$ cat config.mk
export PLATFORM = sky130hd
export DESIGN_NAME = sap_core_flat
export DESIGN_NICKNAME = d
export VERILOG_FILES = /design/src/rtl/sap_core_if.sv /design/src/rtl/sap_core.sv /design/src/flat_wrapper.sv
export SDC_FILE = /design/constraint.sdc
export NUM_CORES = 1
export LEC_CHECK = 0
export CORE_MARGIN = 1
export CORE_UTILIZATION = 25
export DETAILED_ROUTE_END_ITERATION = 12
export GPL_ROUTABILITY_DRIVEN = 0
export GPL_TIMING_DRIVEN = 0
export PLACE_DENSITY = 0.49
export SKIP_LAST_GASP = 1
export SLEW_MARGIN = 20
export SYNTH_ARGS = -nofsm -noshare
export SYNTH_HDL_FRONTEND = slang
export SYNTH_SLANG_ARGS = --single-unit
$ cat constraint.sdc
create_clock -name CLK -period 3.3 [get_ports CLK]
set_input_delay 0.66 -clock CLK [delete_from_list [all_inputs] [get_ports CLK]]
set_output_delay 0.66 -clock CLK [all_outputs]
set_load 0.03 [all_outputs]
$ cat src/rtl/sap_core_if.sv
// Memory port of the accumulator core: address/request out, read data and ready back.
// Latency set by the memory (completes on the edge where mem_ready=1); the core holds each request until then.
interface sap_core_if #(
    parameter int DATA_W = 8,
    parameter int ADDR_W = 4
) ();
    logic [ADDR_W-1:0] mem_addr;
    logic              mem_ren;
    logic              mem_wen;
    logic [DATA_W-1:0] mem_wdata;
    logic [DATA_W-1:0] mem_rdata;
    logic              mem_ready;

    modport master (
        output mem_addr, mem_ren, mem_wen, mem_wdata,
        input  mem_rdata, mem_ready
    );

    modport slave (
        input  mem_addr, mem_ren, mem_wen, mem_wdata,
        output mem_rdata, mem_ready
    );
endinterface

$ cat src/rtl/sap_core.sv
// Parametrised SAP-style accumulator core: 2 cycles per register op, 3 per memory op (+1 per wait).
// Backpressure: any memory request is held stable until mem_ready; run=0 parks the core at the next fetch.
module sap_core #(
    parameter int DATA_W = 8,
    parameter int ADDR_W = 4
) (
    input  logic              CLK,
    input  logic              nRST,
    input  logic              run,
    sap_core_if.master        mem,
    output logic [DATA_W-1:0] out_data,
    output logic              out_valid,
    output logic              halted,
    output logic [ADDR_W-1:0] pc_dbg,
    output logic [DATA_W-1:0] a_dbg,
    output logic              carry,
    output logic              zero
);
    typedef enum logic [2:0] {S_IDLE, S_FETCH, S_EXEC, S_MEM, S_HALT} state_t;

    localparam logic [3:0] OP_LDA = 4'h1;
    localparam logic [3:0] OP_ADD = 4'h2;
    localparam logic [3:0] OP_SUB = 4'h3;
    localparam logic [3:0] OP_STA = 4'h4;
    localparam logic [3:0] OP_LDI = 4'h5;
    localparam logic [3:0] OP_JMP = 4'h6;
    localparam logic [3:0] OP_JC  = 4'h7;
    localparam logic [3:0] OP_JZ  = 4'h8;
    localparam logic [3:0] OP_OUT = 4'hE;
    localparam logic [3:0] OP_HLT = 4'hF;

    state_t            state_q, state_d;
    logic [ADDR_W-1:0] pc_q, pc_d;
    logic [DATA_W-1:0] ir_q, ir_d;
    logic [DATA_W-1:0] a_q, a_d;
    logic [DATA_W-1:0] out_q, out_d;
    logic              out_vld_q, out_vld_d;
    logic              c_q, c_d;
    logic              z_q, z_d;

    logic [ADDR_W-1:0] addr_c;
    logic              ren_c;
    logic              wen_c;

    logic [3:0]        opcode;
    logic [ADDR_W-1:0] operand;
    state_t            after_instr;
    logic [DATA_W:0]   add_res;
    logic [DATA_W:0]   sub_res;

    assign opcode  = ir_q[DATA_W-1 -: 4];
    assign operand = ir_q[ADDR_W-1:0];
    // run is only looked at when a new fetch would begin
    assign after_instr = run ? S_FETCH : S_IDLE;
    assign add_res = {1'b0, a_q} + {1'b0, mem.mem_rdata};
    assign sub_res = {1'b0, a_q} + {1'b0, ~mem.mem_rdata} + {{DATA_W{1'b0}}, 1'b1};

    always_comb begin
        state_d   = state_q;
        pc_d      = pc_q;
        ir_d      = ir_q;
        a_d       = a_q;
        out_d     = out_q;
        out_vld_d = 1'b0;
        c_d       = c_q;
        z_d       = z_q;
        addr_c    = '0;
        ren_c     = 1'b0;
        wen_c     = 1'b0;
        case (state_q)
            S_IDLE: begin
                if (run) state_d = S_FETCH;
            end
            S_FETCH: begin
                ren_c  = 1'b1;
                addr_c = pc_q;
                if (mem.mem_ready) begin
                    ir_d    = mem.mem_rdata;
                    pc_d    = pc_q + 1'b1;
                    state_d = S_EXEC;
                end
            end
            S_EXEC: begin
                state_d = after_instr;
                case (opcode)
                    OP_LDA, OP_ADD, OP_SUB, OP_STA: state_d = S_MEM;
                    OP_LDI: a_d = {{(DATA_W-ADDR_W){1'b0}}, operand};
                    OP_JMP: pc_d = operand;
                    OP_JC:  if (c_q) pc_d = operand;
                    OP_JZ:  if (z_q) pc_d = operand;
                    OP_OUT: begin
                        out_d     = a_q;
                        out_vld_d = 1'b1;
                    end
                    OP_HLT: state_d = S_HALT;
                    default: ;
                endcase
            end
            S_MEM: begin
                addr_c = operand;
                wen_c  = (opcode == OP_STA);
                ren_c  = (opcode != OP_STA);
                if (mem.mem_ready) begin
                    state_d = after_instr;
                    case (opcode)
                        OP_LDA: a_d = mem.mem_rdata;
                        OP_ADD: begin
                            {c_d, a_d} = add_res;
                            z_d        = (add_res[DATA_W-1:0] == '0);
                        end
                        OP_SUB: begin
                            {c_d, a_d} = sub_res;
                            z_d        = (sub_res[DATA_W-1:0] == '0);
                        end
                        default: ;
                    endcase
                end
            end
            S_HALT: begin
                if (!run) begin
                    state_d = S_IDLE;
                    pc_d    = '0;
                end
            end
            default: state_d = S_IDLE;
        endcase
    end

    always_ff @(posedge CLK or negedge nRST) begin
        if (!nRST) begin
            state_q   <= S_IDLE;
            pc_q      <= '0;
            ir_q      <= '0;
            a_q       <= '0;
            out_q     <= '0;
            out_vld_q <= 1'b0;
            c_q       <= 1'b0;
            z_q       <= 1'b0;
        end else begin
            state_q   <= state_d;
            pc_q      <= pc_d;
            ir_q      <= ir_d;
            a_q       <= a_d;
            out_q     <= out_d;
            out_vld_q <= out_vld_d;
            c_q       <= c_d;
            z_q       <= z_d;
        end
    end

    assign mem.mem_addr  = addr_c;
    assign mem.mem_ren   = ren_c;
    assign mem.mem_wen   = wen_c;
    assign mem.mem_wdata = a_q;
    assign out_data      = out_q;
    assign out_valid     = out_vld_q;
    assign halted        = (state_q == S_HALT);
    assign pc_dbg        = pc_q;
    assign a_dbg         = a_q;
    assign carry         = c_q;
    assign zero          = z_q;
endmodule
$ cat src/flat_wrapper.sv
// flat-port wrapper written by rule: the top's interface ports become plain ports
module sap_core_flat 
#(
    parameter int DATA_W = 8,
    parameter int ADDR_W = 4
)
  (CLK, nRST, run, out_data, out_valid, halted, pc_dbg, a_dbg, carry, zero, mem_mem_addr, mem_mem_ren, mem_mem_wen, mem_mem_wdata, mem_mem_rdata, mem_mem_ready);
  sap_core_if #(.DATA_W(DATA_W), .ADDR_W(ADDR_W)) mem_i ();
  input  logic CLK;
  input  logic nRST;
  input  logic run;
  output logic [DATA_W-1:0] out_data;
  output logic out_valid;
  output logic halted;
  output logic [ADDR_W-1:0] pc_dbg;
  output logic [DATA_W-1:0] a_dbg;
  output logic carry;
  output logic zero;
  output wire logic [$bits(mem_i.mem_addr)-1:0] mem_mem_addr;
  output wire logic [$bits(mem_i.mem_ren)-1:0] mem_mem_ren;
  output wire logic [$bits(mem_i.mem_wen)-1:0] mem_mem_wen;
  output wire logic [$bits(mem_i.mem_wdata)-1:0] mem_mem_wdata;
  input wire logic [$bits(mem_i.mem_rdata)-1:0] mem_mem_rdata;
  input wire logic [$bits(mem_i.mem_ready)-1:0] mem_mem_ready;
  assign mem_mem_addr = mem_i.mem_addr;
  assign mem_mem_ren = mem_i.mem_ren;
  assign mem_mem_wen = mem_i.mem_wen;
  assign mem_mem_wdata = mem_i.mem_wdata;
  assign mem_i.mem_rdata = mem_mem_rdata;
  assign mem_i.mem_ready = mem_mem_ready;
  sap_core #(.DATA_W(DATA_W), .ADDR_W(ADDR_W)) u_core (.CLK(CLK), .nRST(nRST), .run(run), .mem(mem_i), .out_data(out_data), .out_valid(out_valid), .halted(halted), .pc_dbg(pc_dbg), .a_dbg(a_dbg), .carry(carry), .zero(zero));
endmodule
==> results_dict.tcl, run 1 <==
set metrics [dict create \
    combPwrFrac_pct 65.6 \
    diodes 0 \
    routedWlPerCell_microns 14.8 \
    synthArstFlopShare_pct 100 \
    p_int_mw 1.68 \
    worstPathArrival_ns 3.17 \
    maxCapViolCount 0 \
    finalMaxSlewViolations 0 \
    viasPerCell 4.70 \
    slowest_delay_ns 0.59 \
    syn-num-nets 325 \
    die_x_microns 106 \
    tightest_slew_ns 0.726 \
    status "finished clean" \
    clock_sinks 34 \
    use_met3_pct 2.15 \
    portBuffers 49 \
    cp-end-kind "flop" \
    start_kind "primary input" \
    coreArea_sq_um 10400 \
    vias 2289 \
    fin_setup_tns_ns 0 \
    track_usage_pct 13.4 \
    cts_resized 0 \
    rows 37 \
    synth_area_sq_um 2710 \
    start_util_pct 26.0 \
    critPathMaxFanout 5 \
    first_iter_violations 77 \
    final_nets 382 \
    grt_pass1_vias 2264 \
    cts_tree "built" \
    yosysWarnings 0 \
    numCtsBuffers 5 \
    drt_pass1_iterations 4 \
    dp_hpwl_microns 5620 \
    period_share_pct 89.6 \
    clock-root-buffer "clkbuf_8" \
    switching_share_pct 47.9 \
    fmax_mhz 338 \
    area_growth_pct 28.6 \
    use_met2_pct 22.1 \
    slew-limit-headroom_pct 51.3 \
    worst_ir_drop_vdd_v 0.000359 \
    synth-seq-cells 34 \
    antenna_found_initial 0 \
    synth_top_area_cell "dfrtp_1" \
    die_area_sq_um 11300 \
    cts_buffer_depth 2 \
    drive_above_1_share_pct 15.4 \
    grt_overflow_total 0 \
    cts.clk_slew.worst_paths_ns 0.07 \
    rsz0062_at_grt "false" \
    p_leak_nw 1.51 \
    grt_max_degree 19 \
    clkLatencyLatePin_ns 0.29 \
    synth-seq-area-share_pct 31.4 \
    grt-busiest-layer "met2" \
    htreeDepth 2 \
    timing.hold.ws_ns 0.318 \
    power.density_nw_per_um2 923 \
    finalPower_mw 3.22 \
    synth_edf_count 0 \
    pin_count 50 \
    syn_area_per_cell_sq_um 9.25 \
    synthTopCellsByArea "dfrtp_1, ha_1, mux2_2" \
    netSwitchingPower_mw 1.54 \
    preCtsSetupSlack_ns 0.0498 \
    synth_top_cell_area_share_pct 31.4 \
    crit_required_ns 3.52 \
    period_needed_ns 2.96 \
    grt_pass1_wl_microns 11900 \
    pwr-share-clk_pct 10.3 \
    worst_slack_ns 0.343 \
    finalCoreUtilization_pct 33.5 \
    synth_cells 293 \
    finalClockSkew_ns 0.00282 \
    grt.met1_usage_pct 18.3 \
    critPathSlowestCell "clkdlybuf4s50_1" \
    hold_class "in2async" \
    postCtsHoldBufs 0 \
    synth_commonest_cells "dfrtp_1, nor2_1, inv_1" \
    synth_cell_types 61 \
    synth_most_common_cell "dfrtp_1" \
    drc_errors 0 \
    ys.flop_type "dfrtp_1" \
    path_cells "clkdlybuf4s50_1, ha_1, inv_1, fa_1, a211oi_1, o21bai_1, a21oi_1, xnor2_1, o41a_1, o21ai_1" \
    power_frac_seq_pct 24.1 \
    setup_viol 0 \
    n_fill_cell 1095 \
    die_h_microns 106 \
    postRouteAntennaNets 0 \
    critical_path_class "in2reg" \
    drt_wl_total_microns 7230 \
    cts_setup_buffers 0 \
    finalHoldViolCount 0 \
]
## metal layers
metal / vias up / share of wire [%] / wire length (microns)
li1: 1161 / - / -
met1: 1088 / 50 / 3580
met2: 38 / 47 / 3420
met3: 2 / 2.7 / 192
met4: 0 / 0.46 / 33
met5: - / 0 / 0
## registers in the layout, indices dropped and copies added (netlist names)
| name | flops |
|---|---|
| u_core.a_dbg | 8 |
| u_core.ir_q | 8 |
| u_core.out_data | 8 |
| u_core.pc_dbg | 4 |
| u_core.state_q | 3 |
| u_core.carry | 1 |
| u_core.out_valid | 1 |
| u_core.zero | 1 |
## cell usage in the layout, fill, tap and decap left out, types with 6 or more instances in the layout
| cell | n |
|---|---|
| clkdlybuf4s50_1 | 48 |
| dfrtp_1 | 34 |
| nor2_1 | 28 |
| inv_1 | 19 |
| mux2_2 | 18 |
| ha_1 | 18 |
| o21ai_0 | 16 |
| nand2_1 | 13 |
| a21oi_1 | 13 |
| clkbuf_1 | 9 |
| nor3_1 | 8 |
| buf_4 | 8 |
| xnor2_1 | 7 |
| mux2i_1 | 6 |
| o21ai_1 | 6 |
| clkbuf_8 | 6 |
## final cells by class
| type | count | area, sq um | share of cell area (%) |
|---|---|---|---|
| clock buffers | 7 | 86.3 | 2.48 |
| flip-flops and latches | 34 | 851 | 24.4 |
| clock inverters | 1 | 5.00 | 0.144 |
| inverters | 19 | 71.3 | 2.05 |
| well taps | 136 | 170 | 4.88 |
| repair buffers | 50 | 513 | 14.7 |
| multi-input cells | 217 | 1640 | 47.2 |
| plain buffers | 23 | 144 | 4.13 |
## through the flow
| step | cell area, sq um | cells |
|---|---|---|
| final | 3480 | 487 |
| after global routing | 3480 | 487 |
| after CTS | 3480 | 487 |
| after detailed placement | 3390 | 479 |
| after global placement | 3370 | 478 |
| after floorplan | 2710 | 293 |
## power groups by stage
| stage | clock network [mW] | logic [mW] | registers, mW |
|---|---|---|---|
| 6_report | 0.332 | 2.11 | 0.774 |
| 5_1_grt | 0.367 | 2.30 | 0.808 |
| 4_1_cts | 0.353 | 2.13 | 0.779 |
| 3_5_place_dp | 0 | 2.12 | 0.786 |
| 3_3_place_gp | 0 | 2.10 | 0.778 |
| 2_1_floorplan | 0 | 1.30 | 0.932 |
## path summary, 6_finish.rpt
check / depth (start not counted) / endpoint / slack, ns / start
min reg2reg: 1 / u_core.out_data[4]$_DFFE_PN0P_ / 0.51 / u_core.out_data[4]$_DFFE_PN0P_
max: 10 / u_core.zero$_DFFE_PN0P_ / 0.34 / mem_mem_rdata[0]
min: 1 / u_core.state_q[1]$_DFFE_PN0P_ / 0.32 / nRST
min in group CLK: 1 / u_core.out_data[4]$_DFFE_PN0P_ / 0.51 / u_core.out_data[4]$_DFFE_PN0P_
max in group asynchronous: 2 / u_core.out_data[3]$_DFFE_PN0P_ / 2.53 / nRST
max reg2reg: 10 / u_core.zero$_DFFE_PN0P_ / 0.81 / u_core.a_dbg[0]$_DFFE_PN0P_
## critical path, delay by kind of cell
family | cells | cell delay, ns
compound gates | 5 | 1.12
xor+xnor | 1 | 0.12
fa+ha+maj | 2 | 0.63
buf+inv | 2 | 0.64
## kinds of logic after synthesis
group / Yosys count / share of synthesized area, %
flops: 34 / 31.4
xor+xnor: 11 / 3.55
simple gates: 85 / 17.5
buf+inv: 42 / 7.94
fa+ha+maj: 20 / 9.79
compound gates: 76 / 19.7
mux: 25 / 10.1
No activity file was read; power rests on OpenSTA's default activity.
==> run 2: changes to the inputs <==
- PLACE_DENSITY: 0.49 -> 0.45
- SLEW_MARGIN: 20 -> unset
==> results_dict.tcl, run 2 (synthesis results as in run 1) <==
set metrics [dict create \
    status "finished clean" \
    routedWlPerCell_microns 15.2 \
    worst_ir_drop_vdd_v 0.000480 \
    setup_viol 0 \
    grt_pass1_vias 2262 \
    preCtsSetupSlack_ns 0.0508 \
    first_iter_violations 93 \
    viasPerCell 4.87 \
    cts_setup_buffers 0 \
    die_h_microns 106 \
    routed.top_layer "met4" \
    die_x_microns 106 \
    layout_common_cells "clkdlybuf4s50_1, dfrtp_1, nor2_1" \
    crit_required_ns 2.64 \
    cts.clk_slew.worst_paths_ns 0.07 \
    placedCellCount 478 \
    reg2reg_depth 10 \
    cts_resized 0 \
    drt_wl_total_microns 7380 \
    grt_pass1_wl_microns 12100 \
    drive_above_1_share_pct 15.4 \
    coreArea_sq_um 10400 \
    drc_errors 0 \
    clock-root-buffer "clkbuf_8" \
    fmax_mhz 340 \
    rsz0062_at_grt "false" \
    drt_pass1_iterations 5 \
    track_usage_pct 13.6 \
    critPathMaxFanout 8 \
    finalMaxSlewViolations 0 \
    finalClockSkew_ns 0.00803 \
    postCtsHoldBufs 0 \
    die_area_sq_um 11300 \
    stdcell_count 486 \
    clock_sinks 34 \
    postRouteAntennaNets 0 \
    final_common_cell "clkdlybuf4s50_1" \
    numCtsBuffers 5 \
    fin_setup_tns_ns 0 \
    start_util_pct 26.0 \
    grt_overflow_total 0 \
    tightest_slew_ns 0.842 \
    cts_buffer_depth 2 \
    dr_wl_met2_microns 3470 \
    wl_met3_microns 237 \
    cts_tree "built" \
    worstPathArrival_ns 2.28 \
    worst_slack_ns 0.355 \
    rrSetupSlack_ns 0.85 \
    period_share_pct 89.2 \
    start_kind "flop" \
    hold_class "in2async" \
    period_needed_ns 2.94 \
    final_nets 381 \
    cp-end-kind "output port" \
    grt_max_degree 35 \
    htreeDepth 2 \
    power.density_nw_per_um2 939 \
    wl_met1_microns 3580 \
    diodes 0 \
    dp_hpwl_microns 5540 \
    slew-limit-headroom_pct 43.9 \
    p_leak_nw 1.51 \
    antenna_found_initial 0 \
    rows 37 \
    vias 2369 \
    area_growth_pct 28.3 \
    critical_path_class "reg2out" \
    clkLatencyLatePin_ns 0.29 \
    portBuffers 49 \
    finalHoldViolCount 0 \
    pin_count 50 \
    maxCapViolCount 0 \
]
[run 2: cell count changes in the layout (fill, tap and decap cells not counted), sizes merged]
cell    previous run  this run
clkinv             1         0
clkbuf            15        16
buf               17        16
[run 2: per-stage QoR]
stage | hold slack, ns | total power, mW | utilization, % | instance area (sq um)
6_report | 0.474 | 3.26 | 33.4 | 3480
4_1_cts | 0.511 | 3.31 | 33.4 | 3480
3_5_place_dp | 0.495 | 2.91 | 32.3 | 3370
2_1_floorplan | 0.364 | 2.23 | - | 2710
5_1_grt | 0.530 | 3.53 | 33.4 | 3480
3_3_place_gp | 0.491 | 2.89 | 32.4 | 3370
[run 2: metal layers]
layer / GRT usage, % / vias to the layer above
met3: 2.08 / 6
met2: 22.3 / 58
met1: 18.4 / 1153
li1: - / 1152
met5: 0 / -
met4: 3.67 / 0
[run 2: worst max-delay path, cell delays in order (launching register included)]
cell and delay [ns]:
dfrtp_1 0.45, nand2b_1 0.17, clkbuf_1 0.21, nor2_1 0.29, and3_1 0.21, clkdlybuf4s50_1 0.68
[run 2: path summary, 6_finish.rpt]
path                                                startpoint                        endpoint
worst max-delay path             u_core.state_q[2]$_DFFE_PN0P_                     mem_mem_wen
worst min-delay path                                      nRST    u_core.pc_dbg[1]$_DFFE_PN0P_
worst max register to register     u_core.a_dbg[0]$_DFFE_PN0P_         u_core.zero$_DFFE_PN0P_
worst min register to register  u_core.out_data[7]$_DFFE_PN0P_  u_core.out_data[7]$_DFFE_PN0P_
max in group asynchronous                                 nRST      u_core.ir_q[5]$_DFFE_PN0P_
min in group CLK                u_core.out_data[7]$_DFFE_PN0P_  u_core.out_data[7]$_DFFE_PN0P_
[run 2: layout make-up]
type | instances | area (sq um)
tap | 136 | 170
inverter | 19 | 71.3
clock buffer | 8 | 110
sequential | 34 | 851
multi-input combinational | 217 | 1640
timing repair buffer | 49 | 485
fill | 1103 | 6940
buffer | 23 | 144
[run 2: where the power goes]
part,internal [mW],total (mW),switching (mW)
clock,0.211,0.371,0.160
combinational,0.928,2.12,1.19
sequential,0.578,0.776,0.198
total,1.72,3.26,1.55
==> RTL edit 1: new RTL, flow settings as in run 1 <==
`ADDR_W` is set to 4 in 3 places; all go to 2.
--- a/src/rtl/sap_core_if.sv
+++ b/src/rtl/sap_core_if.sv
@@ -2,7 +2,7 @@
 // Latency set by the memory (completes on the edge where mem_ready=1); the core holds each request until then.
 interface sap_core_if #(
     parameter int DATA_W = 8,
-    parameter int ADDR_W = 4
+    parameter int ADDR_W = 2
 ) ();
     logic [ADDR_W-1:0] mem_addr;
     logic              mem_ren;
--- a/src/rtl/sap_core.sv
+++ b/src/rtl/sap_core.sv
@@ -2,7 +2,7 @@
 // Backpressure: any memory request is held stable until mem_ready; run=0 parks the core at the next fetch.
 module sap_core #(
     parameter int DATA_W = 8,
-    parameter int ADDR_W = 4
+    parameter int ADDR_W = 2
 ) (
     input  logic              CLK,
     input  logic              nRST,
--- a/src/flat_wrapper.sv
+++ b/src/flat_wrapper.sv
@@ -2,7 +2,7 @@
 module sap_core_flat 
 #(
     parameter int DATA_W = 8,
-    parameter int ADDR_W = 4
+    parameter int ADDR_W = 2
 )
   (CLK, nRST, run, out_data, out_valid, halted, pc_dbg, a_dbg, carry, zero, mem_mem_addr, mem_mem_ren, mem_mem_wen, mem_mem_wdata, mem_mem_rdata, mem_mem_ready);
   sap_core_if #(.DATA_W(DATA_W), .ADDR_W(ADDR_W)) mem_i ();
Interface: changed (resized mem_mem_addr and pc_dbg); port bits go from 50 to 46. The function was not compared with the original's and may differ.
==> RTL edit 1 against run 1 <==
Routed wire length down 1.7%; area after synthesis fell by 6.3%; setup slack got worse by 0.081 ns; sequential cell count down 4; cell area is 7.0% lower; via count increased by 0.26%; total power shrank 16%; highest routed layer unchanged; die area decreased by 6.2%.
==> RTL edit 1: results (changes against run 1) <==
stage;metric;value;unit;change
status;outcome;finished, final reports clean;;
synth;synth cell count leaders;30 x dfrtp_1, 25 x a21oi_1, 21 x inv_1;;
clock_network;cts repair resizes;0;;unchanged
grt;grt total ovfl;0;;unchanged
grt;Tot GR Track Use;14.2;%;+0.83 points
placed_design;Area after DPL;3160;um^2;-6.9%
setup_path;CP max stage cell;clkdlybuf4s50_1;;
placed_design;pre-CTS WS;-0.0242;ns;-0.0740 ns
synth;synth warn;0;;unchanged
finish;layout cell share with drive strength beyond 1;13.7;%;-1.6 points
route;routed vias;2295;;+0.26%
grt;initial antenna violation count;0;;unchanged
timing;Worst Skew;0.00510;ns;+0.00228 ns
synth;Net Count, Synth;321;;-1.2%
grt;first-pass GRT wire length;11.3;mm;-5.3%
grt;vias in the first global route;2216;;-2.1%
setup_path;cell family with most CP delay;compound AO/OA/AOI/OAI gates;;
route;DR iter-0 viols;106;;+38%
synth;main flop type after synthesis;dfrtp_1;;
power_and_ir_drop;switching power share of the total;48.7;%;+0.86 points
setup_path;r2r setup slk;0.74;ns;-0.07 ns
synth;Seq/Total Area, Yosys;29.6;%;-1.8 points
synth;Synth area leaders;dfrtp_1 30%, ha_1 8.4%, mux2_2 5.3%;;
clock_network;CTS root buf;clkbuf_8;;
clock_network;latest clock arrival within the worst-skew pair;0.29;ns;about the same
setup_path;r2r worst-path depth;10;;unchanged
timing;Worst Tran Pin Value;0.798;ns;+0.0726 ns
clock_network;Worst-path clk slew;0.07;ns;about the same
clock_network;Post-CTS Setup Inserts;0;;unchanged
clock_network;CTS buffer count;5;;unchanged
power_and_ir_drop;P_leak;1.39;nW;-8.2%
setup_path;Crit path largest cell delay;0.62;ns;+0.03 ns
route;Total Wirelength;7.11;mm;-1.7%
placed_design;Port Buffers;44;;-10%
power_and_ir_drop;Worst VDD drop;339;uV;-5.4%
synth;Cell variety after synth;59;;-3.3%
min_path;class of the worst hold path;in2async;;
finish;ant diodes;0;;unchanged
timing;Max Slew Vio Count;0;;unchanged
synth;Post-synth ARST share;100;%;unchanged
synth;Gate Count Post-Synth;290;;-1.0%
placed_design;DP Cell Count;468;;-2.3%
timing;Final WS setup;0.262;ns;-0.0809 ns
clock_network;H-tree levels;2;;unchanged
placed_design;DP HPWL;5.42;mm;-3.4%
finish;nets;373;;-2.4%
finish;Final Non-Filler Cells;475;;-2.5%
timing;WHS;0.167;ns;-0.151 ns
clock_network;CTS Buffer Depth;2;;unchanged
setup_path;critical-path maximum fanout;5;;unchanged
route;drt pass-1 iters;4;;unchanged
grt;largest net degree at the start of global routing;29;;+10
setup_path;Critical Path AT;3.21;ns;+0.04 ns
## RTL edit 1: cell types whose count changed in the layout (fill, tap and decap cells not counted), sizes merged, moves of 6 or more
cell / run 1 / this run
a22o: 0 / 6
a21oi: 13 / 25
nor2: 28 / 15
mux2: 19 / 12
o21ai: 22 / 16
## RTL edit 1: path summary, 6_finish.rpt
kind	from	endpoint
setup / recovery	mem_mem_rdata[1]	u_core.a_dbg[6]
hold / removal	nRST	u_core.out_data[7]
setup reg to reg	u_core.a_dbg[0]	u_core.a_dbg[6]
hold reg to reg	u_core.out_data[6]	u_core.out_data[6]
max in group asynchronous	nRST	u_core.out_data[3]
min in group CLK	u_core.out_data[6]	u_core.out_data[6]
## RTL edit 1: worst reg2reg max path, stage by stage, from the launching register on
cell	delay, ns
dfrtp_1	0.43
inv_1	0.10
ha_1	0.15
inv_1	0.05
fa_1	0.48
a211oi_1	0.25
o21bai_1	0.13
a21oi_1	0.24
xnor2_1	0.12
a22o_1	0.21
a221o_1	0.29
## RTL edit 1: routing by layer
layer	part of all wire (%)	vias up	track usage (%)
li1	-	1142	-
met1	50	1089	20.5
met2	45	56	22.1
met3	4.0	8	2.51
met4	0.82	0	3.36
met5	0	-	0
## RTL edit 1: kinds of logic after synthesis
group,share of synthesized area [%]
compound gates,22.6
flops,29.6
simple gates,18.7
buf+inv,8.53
fa+ha+maj,9.96
xor+xnor,4.14
mux,6.51
## RTL edit 1: cell type report
cell class	count	area (um^2)
fill	1071	6580
tap	133	166
clock inverter	2	10.0
multi-input combinational	214	1570
inverter	22	82.6
buffer	24	134
timing repair buffer	45	455
clock buffer	5	68.8
sequential	30	751
## RTL edit 1: power groups by stage
stage,combinational [mW],clock [mW],sequential [mW]
global route,1.96,0.316,0.648
CTS,1.79,0.298,0.626
detailed placement,1.78,0,0.633
global placement,1.77,0,0.625
floorplan,1.12,0,0.738
finish,1.79,0.287,0.624
==> RTL edit 2: new RTL, config.mk and constraints of run 1 <==
Without the edit above. Encoding of `state_t`: now one-hot (5 bits for 5 states).
--- a/src/rtl/sap_core.sv
+++ b/src/rtl/sap_core.sv
@@ -16,7 +16,7 @@
     output logic              carry,
     output logic              zero
 );
-    typedef enum logic [2:0] {S_IDLE, S_FETCH, S_EXEC, S_MEM, S_HALT} state_t;
+    typedef enum logic [4:0] {S_IDLE = 5'b00001, S_FETCH = 5'b00010, S_EXEC = 5'b00100, S_MEM = 5'b01000, S_HALT = 5'b10000} state_t;
 
     localparam logic [3:0] OP_LDA = 4'h1;
     localparam logic [3:0] OP_ADD = 4'h2;
Behaviour: same outputs for any inputs over 10 cycles, from zero or initial values and one cycle with nRST low; not proved beyond that.
==> RTL edit 2 against run 1 <==
Setup slack worse by 0.21 ns; global-route usage is 1.6 points higher; routed wire length is 17% higher; sequential cell count is 2 higher; utilization is 0.52 points higher; cell area is 6.6% higher; total power is 28% lower; area after synthesis is 4.8% higher; critical endpoint is now mem_mem_wen; largest power group unchanged; highest routed layer unchanged.
==> RTL edit 2: results (changes against run 1) <==
stage;metric;value;unit;change
grt;met2 layer usage reported by global route;23.8;%;+1.7 points
finish;Multi-Input Combinational;250;;+15%
finish;filler instances;1156;;+5.6%
synth;Synth Area in Compound Gates;22.0;%;+2.3 points
setup_path;cell family with most CP delay;buffers and inverters;;
clock_network;clock sink count;36;;+5.9%
route;DRT met1 WL;4.01;mm;+12%
power_and_ir_drop;P_leak;1.59;nW;+5.4%
power_and_ir_drop;Worst VDD drop;331;uV;-7.7%
grt;GRT met1 Usage;20.7;%;+2.4 points
finish;layout cell share with drive strength beyond 1;10.5;%;-4.8 points
grt;first-pass GRT wire length;13.5;mm;+13%
route;Vias/cell;5.10;;+8.5%
synth;mux share of post-synthesis cell area;5.37;%;-4.7 points
synth;synth cell count leaders;35 x dfrtp_1, 31 x o21ai_0, 28 x nand2_1;;
synth;Net Count, Synth;363;;+12%
synth;Post-Synth Adder-Cell Area;9.34;%;-0.45 points
finish;nets;420;;+9.9%
synth;xor/xnor share of the synthesized area;3.39;%;-0.16 points
placed_design;pre-CTS WS;-0.118;ns;-0.168 ns
route;met3 wire length;424;um;+120%
route;met2 WL post-DR;3.89;mm;+14%
finish;area of the multi-input gates;1750;um^2;+6.5%
finish;layout clock buffer count;5;;-2
route;DR iter-0 viols;212;;+180%
setup_path;critical-path maximum fanout;9;;+4
status;outcome;finished, final reports clean;;
synth;Seq/Total Area, Yosys;31.8;%;+0.37 points
timing;Worst Skew;0.00578;ns;+0.00296 ns
synth;Synth area leaders;dfrtp_1 31%, ha_1 7.9%, o21ai_0 5.5%;;
finish;clk tree area frac;4.51;%;+1.9 points
grt;GR Layer Usage met3;2.77;%;+0.63 points
finish;invs w/o clock;22;;+3
finish;buffer share of cell area;17.1;%;-1.7 points
setup_path;Crit path largest cell delay;0.67;ns;+0.08 ns
route;drt wl/cell;16.0;um;+7.9%
timing;Worst slew margin;36.6;%;-15 points
RTL edit 2: cell types whose count changed after synthesis, sizes merged, moves of 5 or more:
cell	before	now
o21ai	22	31
nand2	13	28
clkbuf	8	13
nor4	0	5
a32oi	5	0
mux2	19	10
buf	15	10
RTL edit 2: cell families (layout without fill, tap and decap cells):
kind of cell | after synthesis | count (layout)
and+or+nand+nor | 112 | 112
AOI/OAI and AO/OA | 93 | 93
buffers and inverters | 45 | 103
DFF | 36 | 36
adders and majority gates | 20 | 20
muxes | 14 | 14
xor gates and xnor gates | 11 | 11
RTL edit 2: repair_timing:
action | CTS | global route
setup endpoints to repair | 0 | 7
buffers inserted | 0 | 0
resized for setup | 0 | 3
RTL edit 2: final timing paths:
kind / cells after the start / start / slack, ns / endpoint
worst max-delay path: 5 / u_core.state_q[1] / 0.13 / mem_mem_wen
worst min-delay path: 1 / nRST / 0.36 / u_core.pc_dbg[0]
worst max register to register: 8 / u_core.a_dbg[3] / 0.76 / u_core.a_dbg[7]
worst min register to register: 1 / u_core.out_data[3] / 0.51 / u_core.out_data[3]
max in group asynchronous: 2 / nRST / 2.46 / u_core.out_valid
min in group CLK: 1 / u_core.out_data[3] / 0.51 / u_core.out_data[3]
RTL edit 2: through the flow:
stage / utilization, % / area [um^2] / std cells
2_1_floorplan: - / 2840 / 331
3_3_place_gp: 32.1 / 3510 / 520
3_5_place_dp: 32.3 / 3530 / 521
4_1_cts: 33.9 / 3700 / 529
5_1_grt: 34.0 / 3710 / 529
6_report: 34.0 / 3710 / 529
RTL edit 2: report_power, final:
part / total, mW / internal (mW) / switching, mW
logic: 1.09 / 0.433 / 0.654
registers: 0.656 / 0.541 / 0.116
clock network: 0.570 / 0.356 / 0.214
total: 2.31 / 1.33 / 0.984
